`config.mk`:
```
export PLATFORM = sky130hd
export DESIGN_NAME = qarma_round_iter_flat
export DESIGN_NICKNAME = d
export VERILOG_FILES = /design/src/rtl/qarma_round_iter_if.sv /design/src/rtl/qarma_round_iter.sv /design/src/flat_wrapper.sv
export SDC_FILE = /design/constraint.sdc
export NUM_CORES = 2
export LEC_CHECK = 0
export CAP_MARGIN = 25
export CELL_PAD_IN_SITES_DETAIL_PLACEMENT = 0
export CELL_PAD_IN_SITES_GLOBAL_PLACEMENT = 1
export CORE_ASPECT_RATIO = 0.9
export CORE_MARGIN = 2
export CORE_UTILIZATION = 51
export CTS_CLUSTER_SIZE = 14
export DETAILED_ROUTE_END_ITERATION = 10
export GPL_ROUTABILITY_DRIVEN = 1
export PLACE_DENSITY = 0.91
export SETUP_SLACK_MARGIN = 0.4
export SLEW_MARGIN = 20
export SYNTH_ARGS = -nofsm -noshare
export SYNTH_HDL_FRONTEND = slang
export SYNTH_SLANG_ARGS = --single-unit
```
`constraint.sdc`:
```
create_clock -name clk -period 8.8 [get_ports clk]
set_input_delay 1.76 -clock clk [delete_from_list [all_inputs] [get_ports clk]]
set_output_delay 1.76 -clock clk [all_outputs]
set_load 0.02 [all_outputs]
```
`src/rtl/qarma_round_iter_if.sv`:
```
// Job interface of the iterative QARMA round engine: request side (in_*),
// result side (out_*) and the busy flag.
interface qarma_round_iter_if #(
  parameter int N = 128
);
  logic         in_valid;
  logic         in_ready;
  logic         in_inv;
  logic [N-1:0] in_tk;
  logic [N-1:0] in_data;
  logic         out_valid;
  logic         out_ready;
  logic [N-1:0] out_data;
  logic         busy;

  modport master (
    output in_valid, in_inv, in_tk, in_data, out_ready,
    input  in_ready, out_valid, out_data, busy
  );

  modport slave (
    input  in_valid, in_inv, in_tk, in_data, out_ready,
    output in_ready, out_valid, out_data, busy
  );
endinterface

```
`src/rtl/qarma_round_iter.sv`:
```
// Iterative QARMA round engine: UNROLL chained rounds per cycle, forward or
// backward per job, with per-round constants folded into the tweakey.

module qarma_round #(
  parameter int N = 128
) (
  input  logic [N-1:0] x,
  input  logic [N-1:0] tk,
  input  logic         inv,
  input  logic         skip,
  output logic [N-1:0] y
);
  localparam int C = N / 16;
  localparam int TAU [16] = '{0, 11, 6, 13, 10, 1, 12, 7, 5, 14, 3, 8, 15, 4, 9, 2};
  // sigma is an involution, so the same table serves both directions
  localparam logic [3:0] SBOX [16] = '{4'd10, 4'd13, 4'd14, 4'd6, 4'd15, 4'd7, 4'd3, 4'd5,
                                       4'd9, 4'd8, 4'd0, 4'd12, 4'd11, 4'd1, 4'd2, 4'd4};

  function automatic logic [N-1:0] sub_cells(input logic [N-1:0] s);
    logic [N-1:0] r;
    r = '0;
    for (int b = 0; b < N / 4; b++) r[4*b +: 4] = SBOX[s[4*b +: 4]];
    return r;
  endfunction

  function automatic logic [N-1:0] tau_fwd(input logic [N-1:0] s);
    logic [N-1:0] r;
    r = '0;
    for (int i = 0; i < 16; i++) r[N-1-C*i -: C] = s[N-1-C*TAU[i] -: C];
    return r;
  endfunction

  function automatic logic [N-1:0] tau_inv(input logic [N-1:0] s);
    logic [N-1:0] r;
    r = '0;
    for (int i = 0; i < 16; i++) r[N-1-C*TAU[i] -: C] = s[N-1-C*i -: C];
    return r;
  endfunction

  function automatic logic [C-1:0] rho(input logic [C-1:0] v, input int e);
    logic [2*C-1:0] t;
    t = {v, v} << e;
    return t[2*C-1 -: C];
  endfunction

  // circulant exponents: circ(0,r,r^2,r) for 4-bit cells, circ(0,r,r^4,r^5) for 8-bit
  function automatic int mexp(input int d);
    if (N == 64) return (d == 2) ? 2 : 1;
    return (d == 1) ? 1 : (d == 2) ? 4 : 5;
  endfunction

  // both matrices are involutory, so MixColumns is its own inverse
  function automatic logic [N-1:0] mix(input logic [N-1:0] s);
    logic [N-1:0] r;
    logic [C-1:0] acc;
    r = '0;
    for (int col = 0; col < 4; col++) begin
      for (int row = 0; row < 4; row++) begin
        acc = '0;
        for (int k = 0; k < 4; k++)
          if (k != row) acc = acc ^ rho(s[N-1-C*(4*k+col) -: C], mexp((k - row) & 3));
        r[N-1-C*(4*row+col) -: C] = acc;
      end
    end
    return r;
  endfunction

  always_comb begin
    logic [N-1:0] v;
    if (!inv) begin
      v = x ^ tk;
      if (!skip) v = mix(tau_fwd(v));
      y = sub_cells(v);
    end else begin
      v = sub_cells(x);
      if (!skip) v = tau_inv(mix(v));
      y = v ^ tk;
    end
  end
endmodule

module qarma_round_iter #(
  parameter int           N           = 128,
  parameter int           ROUNDS      = 8,
  parameter int           UNROLL      = 2,
  parameter int           FIRST_SHORT = 1,
  parameter logic [N-1:0] RC [0:15]   = '{default: '0}
) (
  input logic              clk,
  input logic              rst_n,
  qarma_round_iter_if.slave bus
);
  localparam int CW = $clog2(ROUNDS) + 1;

  if ((N != 64 && N != 128) || ROUNDS < 1 || ROUNDS > 16 || UNROLL < 1
      || (ROUNDS % UNROLL) != 0) begin : g_bad_cfg
    $error("qarma_round_iter: unsupported N/ROUNDS/UNROLL combination");
  end

  typedef enum logic [1:0] {IDLE, RUN, DONE} st_t;
  st_t st, st_nxt;

  logic [CW-1:0] cnt;
  logic          mode;
  logic [N-1:0]  tk;
  logic [N-1:0]  state;
  logic [N-1:0]  out_q;
  logic [N-1:0]  chain [0:UNROLL];
  logic          accept;
  logic          last;

  assign accept   = (st == IDLE) && bus.in_valid;
  assign last     = (cnt + CW'(UNROLL)) == CW'(ROUNDS);
  assign chain[0] = state;

  for (genvar j = 0; j < UNROLL; j++) begin : g_slot
    logic [CW:0] rnd;
    logic [3:0]  ridx;
    logic        skip;
    always_comb begin
      rnd  = {1'b0, cnt} + (CW+1)'(j);
      ridx = mode ? 4'(ROUNDS - 1 - int'(rnd)) : 4'(rnd);
      skip = (FIRST_SHORT != 0) && (mode ? (int'(rnd) == ROUNDS - 1) : (rnd == '0));
    end
    qarma_round #(.N(N)) u_round (
      .x   (chain[j]),
      .tk  (tk ^ RC[ridx]),
      .inv (mode),
      .skip(skip),
      .y   (chain[j+1])
    );
  end

  always_ff @(posedge clk or negedge rst_n) begin
    if (!rst_n) st <= IDLE;
    else        st <= st_nxt;
  end

  always_comb begin
    st_nxt = st;
    case (st)
      IDLE:    if (bus.in_valid) st_nxt = RUN;
      RUN:     if (last) st_nxt = DONE;
      DONE:    if (bus.out_ready) st_nxt = IDLE;
      default: st_nxt = IDLE;
    endcase
  end

  always_comb begin
    bus.in_ready  = 1'b0;
    bus.out_valid = 1'b0;
    bus.busy      = 1'b0;
    case (st)
      IDLE:    bus.in_ready = 1'b1;
      RUN:     bus.busy = 1'b1;
      DONE:    begin bus.out_valid = 1'b1; bus.busy = 1'b1; end
      default: bus.in_ready = 1'b0;
    endcase
  end

  always_ff @(posedge clk or negedge rst_n) begin
    if (!rst_n) begin
      cnt   <= '0;
      out_q <= '0;
    end else if (accept) begin
      cnt <= '0;
    end else if (st == RUN) begin
      cnt <= cnt + CW'(UNROLL);
      if (last) out_q <= chain[UNROLL];
    end
  end

  // job operands and the working state carry no reset; a job always reloads them
  always_ff @(posedge clk) begin
    if (accept) begin
      state <= bus.in_data;
      tk    <= bus.in_tk;
      mode  <= bus.in_inv;
    end else if (st == RUN) begin
      state <= chain[UNROLL];
    end
  end

  assign bus.out_data = out_q;
endmodule
```
`src/flat_wrapper.sv`:
```
// flat-port wrapper written by rule: the top's interface ports become plain ports
module qarma_round_iter_flat 
#(
  parameter int           N           = 128,
  parameter int           ROUNDS      = 8,
  parameter int           UNROLL      = 2,
  parameter int           FIRST_SHORT = 1,
  parameter logic [N-1:0] RC [0:15]   = '{default: '0}
)
  (clk, rst_n, bus_in_valid, bus_in_inv, bus_in_tk, bus_in_data, bus_out_ready, bus_in_ready, bus_out_valid, bus_out_data, bus_busy);
  qarma_round_iter_if #(.N(N)) bus_i ();
  input logic clk;
  input logic rst_n;
  input wire logic [$bits(bus_i.in_valid)-1:0] bus_in_valid;
  input wire logic [$bits(bus_i.in_inv)-1:0] bus_in_inv;
  input wire logic [$bits(bus_i.in_tk)-1:0] bus_in_tk;
  input wire logic [$bits(bus_i.in_data)-1:0] bus_in_data;
  input wire logic [$bits(bus_i.out_ready)-1:0] bus_out_ready;
  output wire logic [$bits(bus_i.in_ready)-1:0] bus_in_ready;
  output wire logic [$bits(bus_i.out_valid)-1:0] bus_out_valid;
  output wire logic [$bits(bus_i.out_data)-1:0] bus_out_data;
  output wire logic [$bits(bus_i.busy)-1:0] bus_busy;
  assign bus_i.in_valid = bus_in_valid;
  assign bus_i.in_inv = bus_in_inv;
  assign bus_i.in_tk = bus_in_tk;
  assign bus_i.in_data = bus_in_data;
  assign bus_i.out_ready = bus_out_ready;
  assign bus_in_ready = bus_i.in_ready;
  assign bus_out_valid = bus_i.out_valid;
  assign bus_out_data = bus_i.out_data;
  assign bus_busy = bus_i.busy;
  qarma_round_iter #(.N(N), .ROUNDS(ROUNDS), .UNROLL(UNROLL), .FIRST_SHORT(FIRST_SHORT), .RC(RC)) u_core (.clk(clk), .rst_n(rst_n), .bus(bus_i));
endmodule
```
# Word level (Yosys, flattened, before mapping)
# Memories as Yosys holds them, arrays and structs flattened.
# Cells that the tools add are included.
[totals]
mem_count = 130
output_inout_bits = 131
input_bits = 261
reg_bits = 391
wordCells = 1092
romBits = 12288
[memory_table]
columns = ["name", "words", "width", "rd", "rd_clocked_by_memory_dff", "wr", "line", "text"]
rows = [
  ["(name not given)", 16, 128, 1, 0, 0, "qarma_round_iter.sv:127", ".tk (tk ^ RC[ridx]),"],
  ["(name not given)", 16, 128, 1, 0, 0, "qarma_round_iter.sv:127", ""],
  ["(name not given)", 16, 4, 1, 0, 0, "qarma_round_iter.sv:22", "for (int b = 0; b < N / 4; b++) r[4*b +: 4] = SBOX[s[4*b +: 4]];"],
  ["(name not given)", 16, 4, 1, 0, 0, "qarma_round_iter.sv:22", ""],
  ["(name not given)", 16, 4, 1, 0, 0, "qarma_round_iter.sv:22", ""],
  ["(name not given)", 16, 4, 1, 0, 0, "qarma_round_iter.sv:22", ""],
  ["124 more memories", "-", "-", "-", "-", "-", "-", ""],
]
[classes]
magnitude_cmp = 130
eq_ne = 8
n_bitwise = 265
add_sub_neg = 4
reduce_logical = 8
mux = 541
[op_table]
columns = ["cell", "n"]
rows = [
  ["$mux W128", 16],
  ["$mux W8", 256],
  ["$mux W4", 260],
  ["$xor A8 B8 Y8", 128],
  ["$xor A128 B128 Y128", 6],
  ["$ge A5 B5 Y1 const B", 130],
  ["$not A4 Y5", 130],
  ["$logic_not A5 Y1", 2],
  ["$eq A4 B4 Y1 const B", 2],
  ["$sub A3 B4 Y4 const A", 2],
  ["$mux W2", 3],
  ["$pmux W2 S3", 1],
  ["$reduce_and A3 Y1", 2],
  ["$add A4 B1 Y5 const B", 1],
  ["$eq A5 B4 Y1 const B", 1],
  ["$mux W1", 5],
  ["$add A4 B2 Y4 const B", 1],
  ["$ne A2 B2 Y1 const B", 2],
  ["$eq A2 B1 Y1 const B", 1],
  ["$eq A2 B2 Y1 const B", 1],
  ["$logic_not A2 Y1", 1],
  ["$ne A2 B1 Y1 const B", 1],
  ["$reduce_bool A2 Y1", 1],
  ["$reduce_or A2 Y1", 1],
  ["other kinds (2)", 2],
]

# Longest topological paths before layout
[depth]
ltp_word = 37
mapped_depth = 18
depth_no_buf = 13

# By module
# Synthesis repeated with hierarchy kept, for this count alone.
[unflattened]
hier_cells = 5417
hier_area_um2 = 54818.8
[by_module_without_submodules]
columns = ["module", "seq_area_each_um2", "instances", "area_each_um2", "cells_each"]
rows = [
  ["qarma_round (u_core.g_slot[1].u_round)", 0.0, 1, 19977.9, 2230],
  ["qarma_round (u_core.g_slot[0].u_round)", 0.0, 1, 19881.6, 2214],
  ["qarma_round_iter", 11045.6, 1, 14959.3, 973],
]

# Least setup slack after synthesis
# No wires, ideal clock.
[synth_timing]
path_type = "input to register"
from = "input port bus_in_valid"
to = "register u_core.mode, enable pin"
arrival_time_ns = 5.948
setup_time_ns = 0.543
slack_ns = 2.309
n_path_buf = 2
stages = 4
required_time_ns = 8.257
cell_sequence = "nand2_1 > inv_2 > clkbuf_1 > buf_1"
[synth_via]
elab_chain_cells = 1
[synth_rtl]
columns = ["element", "line", "text"]
rows = [
  ["from (decl)", "flat_wrapper.sv:14", "input wire logic [$bits(bus_i.in_valid)-1:0] bus_in_valid;"],
  ["$logic_and A1 B1 Y1", "qarma_round_iter.sv:112", "assign accept = (st == IDLE) && bus.in_valid;"],
  ["net u_core.accept", "qarma_round_iter.sv:109", "logic accept;"],
  ["to (signal assigned)", "qarma_round_iter.sv:178", "mode <= bus.in_inv;"],
  ["to (decl)", "qarma_round_iter.sv:104", "logic mode;"],
]
# The timed path passes the listed nets, and every way through them passes these cells.
# A chain may end at the register's enable or synchronous reset.

# Final worst setup path
[layout_timing]
from = "register u_core.cnt[1]"
to = "register u_core.state[15] (data pin)"
[layout_via]
elab_chain_cells = 37
elab_cells_between_ends = 147
classes_between = "3 x add/sub; 2 x eq/ne; 84 x mux; 40 x bitwise; 2 x reduce/logical; 16 x memory"
[layout_rtl]
columns = ["element", "line", "text"]
rows = [
  ["from (decl)", "qarma_round_iter.sv:103", "logic [CW-1:0] cnt;"],
  ["from (signal assigned)", "qarma_round_iter.sv:168", "cnt <= cnt + CW'(UNROLL);"],
  ["$sub A3 B4 Y4", "qarma_round_iter.sv:122", "ridx = mode ? 4'(ROUNDS - 1 - int'(rnd)) : 4'(rnd);"],
  ["$mux W4", "qarma_round_iter.sv:122", ""],
  ["$not A4 Y5 (implied by the code)", "qarma_round_iter.sv:127", ""],
  ["$mem_v2 Z16 W128", "-", ""],
  ["$mux W128 (implied by the code) (2 in a row)", "qarma_round_iter.sv:127", ""],
  ["$xor A128 B128 Y128", "qarma_round_iter.sv:127", ""],
  ["$xor A128 B128 Y128", "qarma_round_iter.sv:71", "v = x ^ tk;"],
  ["$mux W8", "qarma_round_iter.sv:72", "if (!skip) v = mix(tau_fwd(v));"],
  ["[20 not listed]", "-", ""],
  ["$mux W128 / $mux W8 (equally long branches)", "qarma_round_iter.sv:70", "if (!inv) begin"],
  ["$not A4 Y5 (implied by the code) / $xor A8 B8 Y8 (equally long branches)", "qarma_round_iter.sv:22, qarma_round_iter.sv:61", ""],
  ["$mem_v2 Z16 W4 / $mux W128 (equally long branches)", "-", ""],
  ["$mux W4 (implied by the code) / $mux W128 (equally long branches)", "qarma_round_iter.sv:22, qarma_round_iter.sv:70", ""],
  ["$mux W4 (implied by the code) / $xor A128 B128 Y128 (equally long branches)", "qarma_round_iter.sv:22, qarma_round_iter.sv:77", ""],
  ["$mux W128 *", "qarma_round_iter.sv:70", ""],
  ["$mux W128 *", "qarma_round_iter.sv:179", "end else if (st == RUN) begin"],
  ["$mux W128 *", "qarma_round_iter.sv:175", "if (accept) begin"],
  ["to (signal assigned)", "qarma_round_iter.sv:176", "state <= bus.in_data;"],
  ["to (signal assigned)", "qarma_round_iter.sv:180", "state <= chain[UNROLL];"],
  ["to (decl)", "qarma_round_iter.sv:106", "logic [N-1:0] state;"],
]
# Mark *: on every way between the ends. The rest lies on a longest branch, timed or not. The select of a mux whose other input is x is not followed.

==> run summary <==
* outcome: finished, final reports clean
* fraction of synthesized cell area taken by the top area cell type: 13.8%
* number of pins exceeding their max-slew limit in the final report: 0
* main area contributors after synthesis: sky130_fd_sc_hd__edfxtp_1, sky130_fd_sc_hd__xnor2_1, sky130_fd_sc_hd__xnor3_1
* share of cells above drive strength 1: 12.5%
* Slowest Stage Delay on Critical Path: 1.01 ns
* drt first pass iters: 9
* xor and xnor fraction of the mapped netlist area: 25.3%
* number of distinct library cells after synthesis: 132
* post-synthesis share of cell area spent on and, or, nand and nor gates: 13.9%
* non-filler cells in the finished layout: 8,005
* GPL Wtd Cong: 1.17
* post-synthesis instance area: 0.0561 mm²
* proportion of synthesized area in mux cells: 7.42%
* Floorplan Core Area: 0.109 mm²
* chip height: 319 µm
* top cell family by delay on the critical path: compound AO/OA/AOI/OAI gates
* final core utilization: 57.7%
* data arrival time of the critical path: 7.46 ns
* syn nets: 6,624
* starting DRC count in detailed routing: 9,791
* Final HPWL DP: 246,000 µm
* number of buffer and inverter stages on the critical path: 2
* post-CTS clock slew at the launch and capture registers of the worst setup and hold paths: 0.07 ns
* CP Class: register to register
* sum of overflow across all layers after global routing: 0
* sequential element share of the synthesized area: 19.7%
* cell taking the most area after synthesis: sky130_fd_sc_hd__edfxtp_1
* main combinational cell family by area after synthesis: compound AO/OA/AOI/OAI gates
* wire length of the first global-routing pass: 417,000 µm
* Resized Gates After CTS: 0
* post-layout net count: 6,761
* Final Hold Violating Endpoints: 0
* fillcell total: 9,651
* Setup Buffers After CTS: 0
* setup slack of the worst register-to-register path: 1.67 ns
* die boundary width: 354 µm
* residual DRC count: 0
* number of violations of the max-capacitance limit: 0
* area added between synthesis and finish: 12.3%
* Clock Path Buffers: 3
* Period minus WS final: 7.13 ns
* syn avg cell area: 8.82 µm²
* Synth async-reset ratio: 34.1%
* number of buffers added by the clock tree synthesis step: 51
* DRT Wirelength: 311,000 µm
* Max transition margin: 16.8%
* Least-Margin Pin Slew: 1.25 ns
* required time of the worst setup path: 9.13 ns
* Syn. warnings: 0
* I/O pin count: 392
* cells along the critical path: or4_4 > buf_4 > buf_4 > nor2_1 > a21oi_1 > o21ai_1 > a2bb2oi_1 > mux2i_1 > xnor2_1 > xnor3_1 > a21oi_1 > a211o_1 > a21oi_1 > o31a_1 > a21oi_1
* antenna-violating nets left: 0
* crit end category: register
* number of buffer cells added on primary ports: 391
* CTS Root Cell: sky130_fd_sc_hd__clkbuf_16
* number of flip-flops and latches in the synthesized netlist: 390
* maximum number of pins on one net before global-route repair: 156
* classification of the worst-slack hold path: register to register
* max frequency: 140 MHz
* Placed Cells: 7,891
* vias in the first global route: 50,700
* top_reg_cell synth: sky130_fd_sc_hd__edfxtp_1
* number of enable flip-flop cells after synthesis: 257
* antenna violations before repair: 17
* total number of vias: 57,400
* area of the die: 0.113 mm²
* mean routed wirelength per cell: 38.8 µm
* critical path fanouts, max: 40
* final number of setup-violating endpoints: 0
* number of H-tree levels: 2
* ranking of synthesized cells by instance count: sky130_fd_sc_hd__xnor2_1, sky130_fd_sc_hd__nand2_1, sky130_fd_sc_hd__a21oi_1
* FP Rows: 115
* clock latency at the later pin of the worst-skew pair: 0.72 ns
* number of buffers added to fix hold violations after cts: 0
* synthesized-area fraction occupied by ao, oa, aoi and oai cells: 28.8%
* clock tree from TritonCTS: done
* number of vias per cell: 7.17
* Setup TNS: 0 ns
* total routing usage reported by global routing: 53.2%
* initial standard-cell utilization of the core: 51.4%
* RSZ-0062 raised after global routing: no
* Worst Setup Start Kind: register
* most prevalent standard cell on the critical path: sky130_fd_sc_hd__a21oi_1
* Clock Sinks: 390
* gate count of the mapped netlist: 6,358
* post-route clock skew: 0.0627 ns
* adder-cell share of the synthesized area: 0.112%
* part of the cycle the worst path needs: 81.0%
* most frequent cell after synthesis: sky130_fd_sc_hd__xnor2_1
* crit path max-delay cell type: sky130_fd_sc_hd__a21oi_1
==> layer usage <==
metal  part of all wire, %  wire length [µm]  track usage, %  vias to the layer above
li1                      -                 -               -                    24000
met1                    34            105000            62.2                    27400
met2                    39            121000            73.8                     4740
met3                    14             42900            18.1                     1251
met4                    13             41400            54.4                       12
met5                 0.027                85               0                        -
==> layout make-up <==
cell class,count,area [µm²],share of cell area [%]
Tap cell,1462,1830,2.90
Clock buffer,59,1330,2.11
Sequential cell,390,11000,17.5
Timing Repair Buffer,556,5340,8.47
Inverter,134,518,0.822
Antenna cell,5,12.5,0.0199
Multi-Input combinational cell,5362,42500,67.5
Clock inverter,37,430,0.683
==> worst paths after layout <==
path	startpoint	endpoint	depth (start not counted)
worst max-delay path	u_core.cnt[1]$_DFFE_PN0P_	u_core.state[15]$_DFFE_PP_	15
worst min-delay path	u_core.bus.out_data[2]$_DFFE_PN0P_	u_core.bus.out_data[2]$_DFFE_PN0P_	2
worst max register to register	u_core.cnt[1]$_DFFE_PN0P_	u_core.state[15]$_DFFE_PP_	15
worst min register to register	u_core.bus.out_data[2]$_DFFE_PN0P_	u_core.bus.out_data[2]$_DFFE_PN0P_	2
max in group asynchronous	rst_n	u_core.bus.out_data[95]$_DFFE_PN0P_	2
min in group asynchronous	rst_n	u_core.st[1]$_DFFE_PN0P_	1
==> sequential cells by signal (all words and copies together), names as in the netlist <==
name / cells
u_core.st: 2
u_core.state: 128
u_core.cnt: 3
u_core.mode: 1
u_core.bus.out_data: 128
u_core.tk: 128
==> cells in the final DEF, fill, tap and decap left out, drive strengths merged, types with 156 or more instances in the layout <==
cell / count
o21ai: 423
buf: 165
a21oi: 495
clkdlybuf4s50: 390
mux2i: 187
nor2: 415
xor2: 249
xnor3: 216
nand2: 482
xnor2: 666
nand3: 162
edfxtp: 257
mux2: 167
a21o: 156
==> worst min-delay path: cells and delay by family, from the launching register on <==
family / cells / cell delay, ns
DFF: 1 / 0.35
and+or+nand+nor: 1 / 0.05
AOI/OAI and AO/OA: 1 / 0.05
==> through the flow <==
step / cell area, µm² / hold WS [ns] / setup WS [ns]
after global routing: 63000 / 0.516 / 1.69
after CTS: 62900 / 0.486 / 2.20
final: 63000 / 0.482 / 1.67
after detailed placement: 61100 / 0.472 / 2.22
after global placement: 61000 / 0.469 / 2.09
after floorplan: 56100 / 0.506 / 2.31
==> cell families (layout without fill, tap and decap cells) <==
family | after synthesis | in the layout
other | 0 | 5
AND/OR/NAND/NOR | 1611 | 1611
adder cells (fa/ha/maj) | 5 | 5
XOR/XNOR | 1168 | 1168
flip-flops | 390 | 390
multiplexers | 354 | 354
AO/OA/AOI/OAI | 2224 | 2224
buffers and inverters | 606 | 786
Power is not shown: default switching activity piles up to over one toggle a cycle in this logic, so the estimate is an artifact.
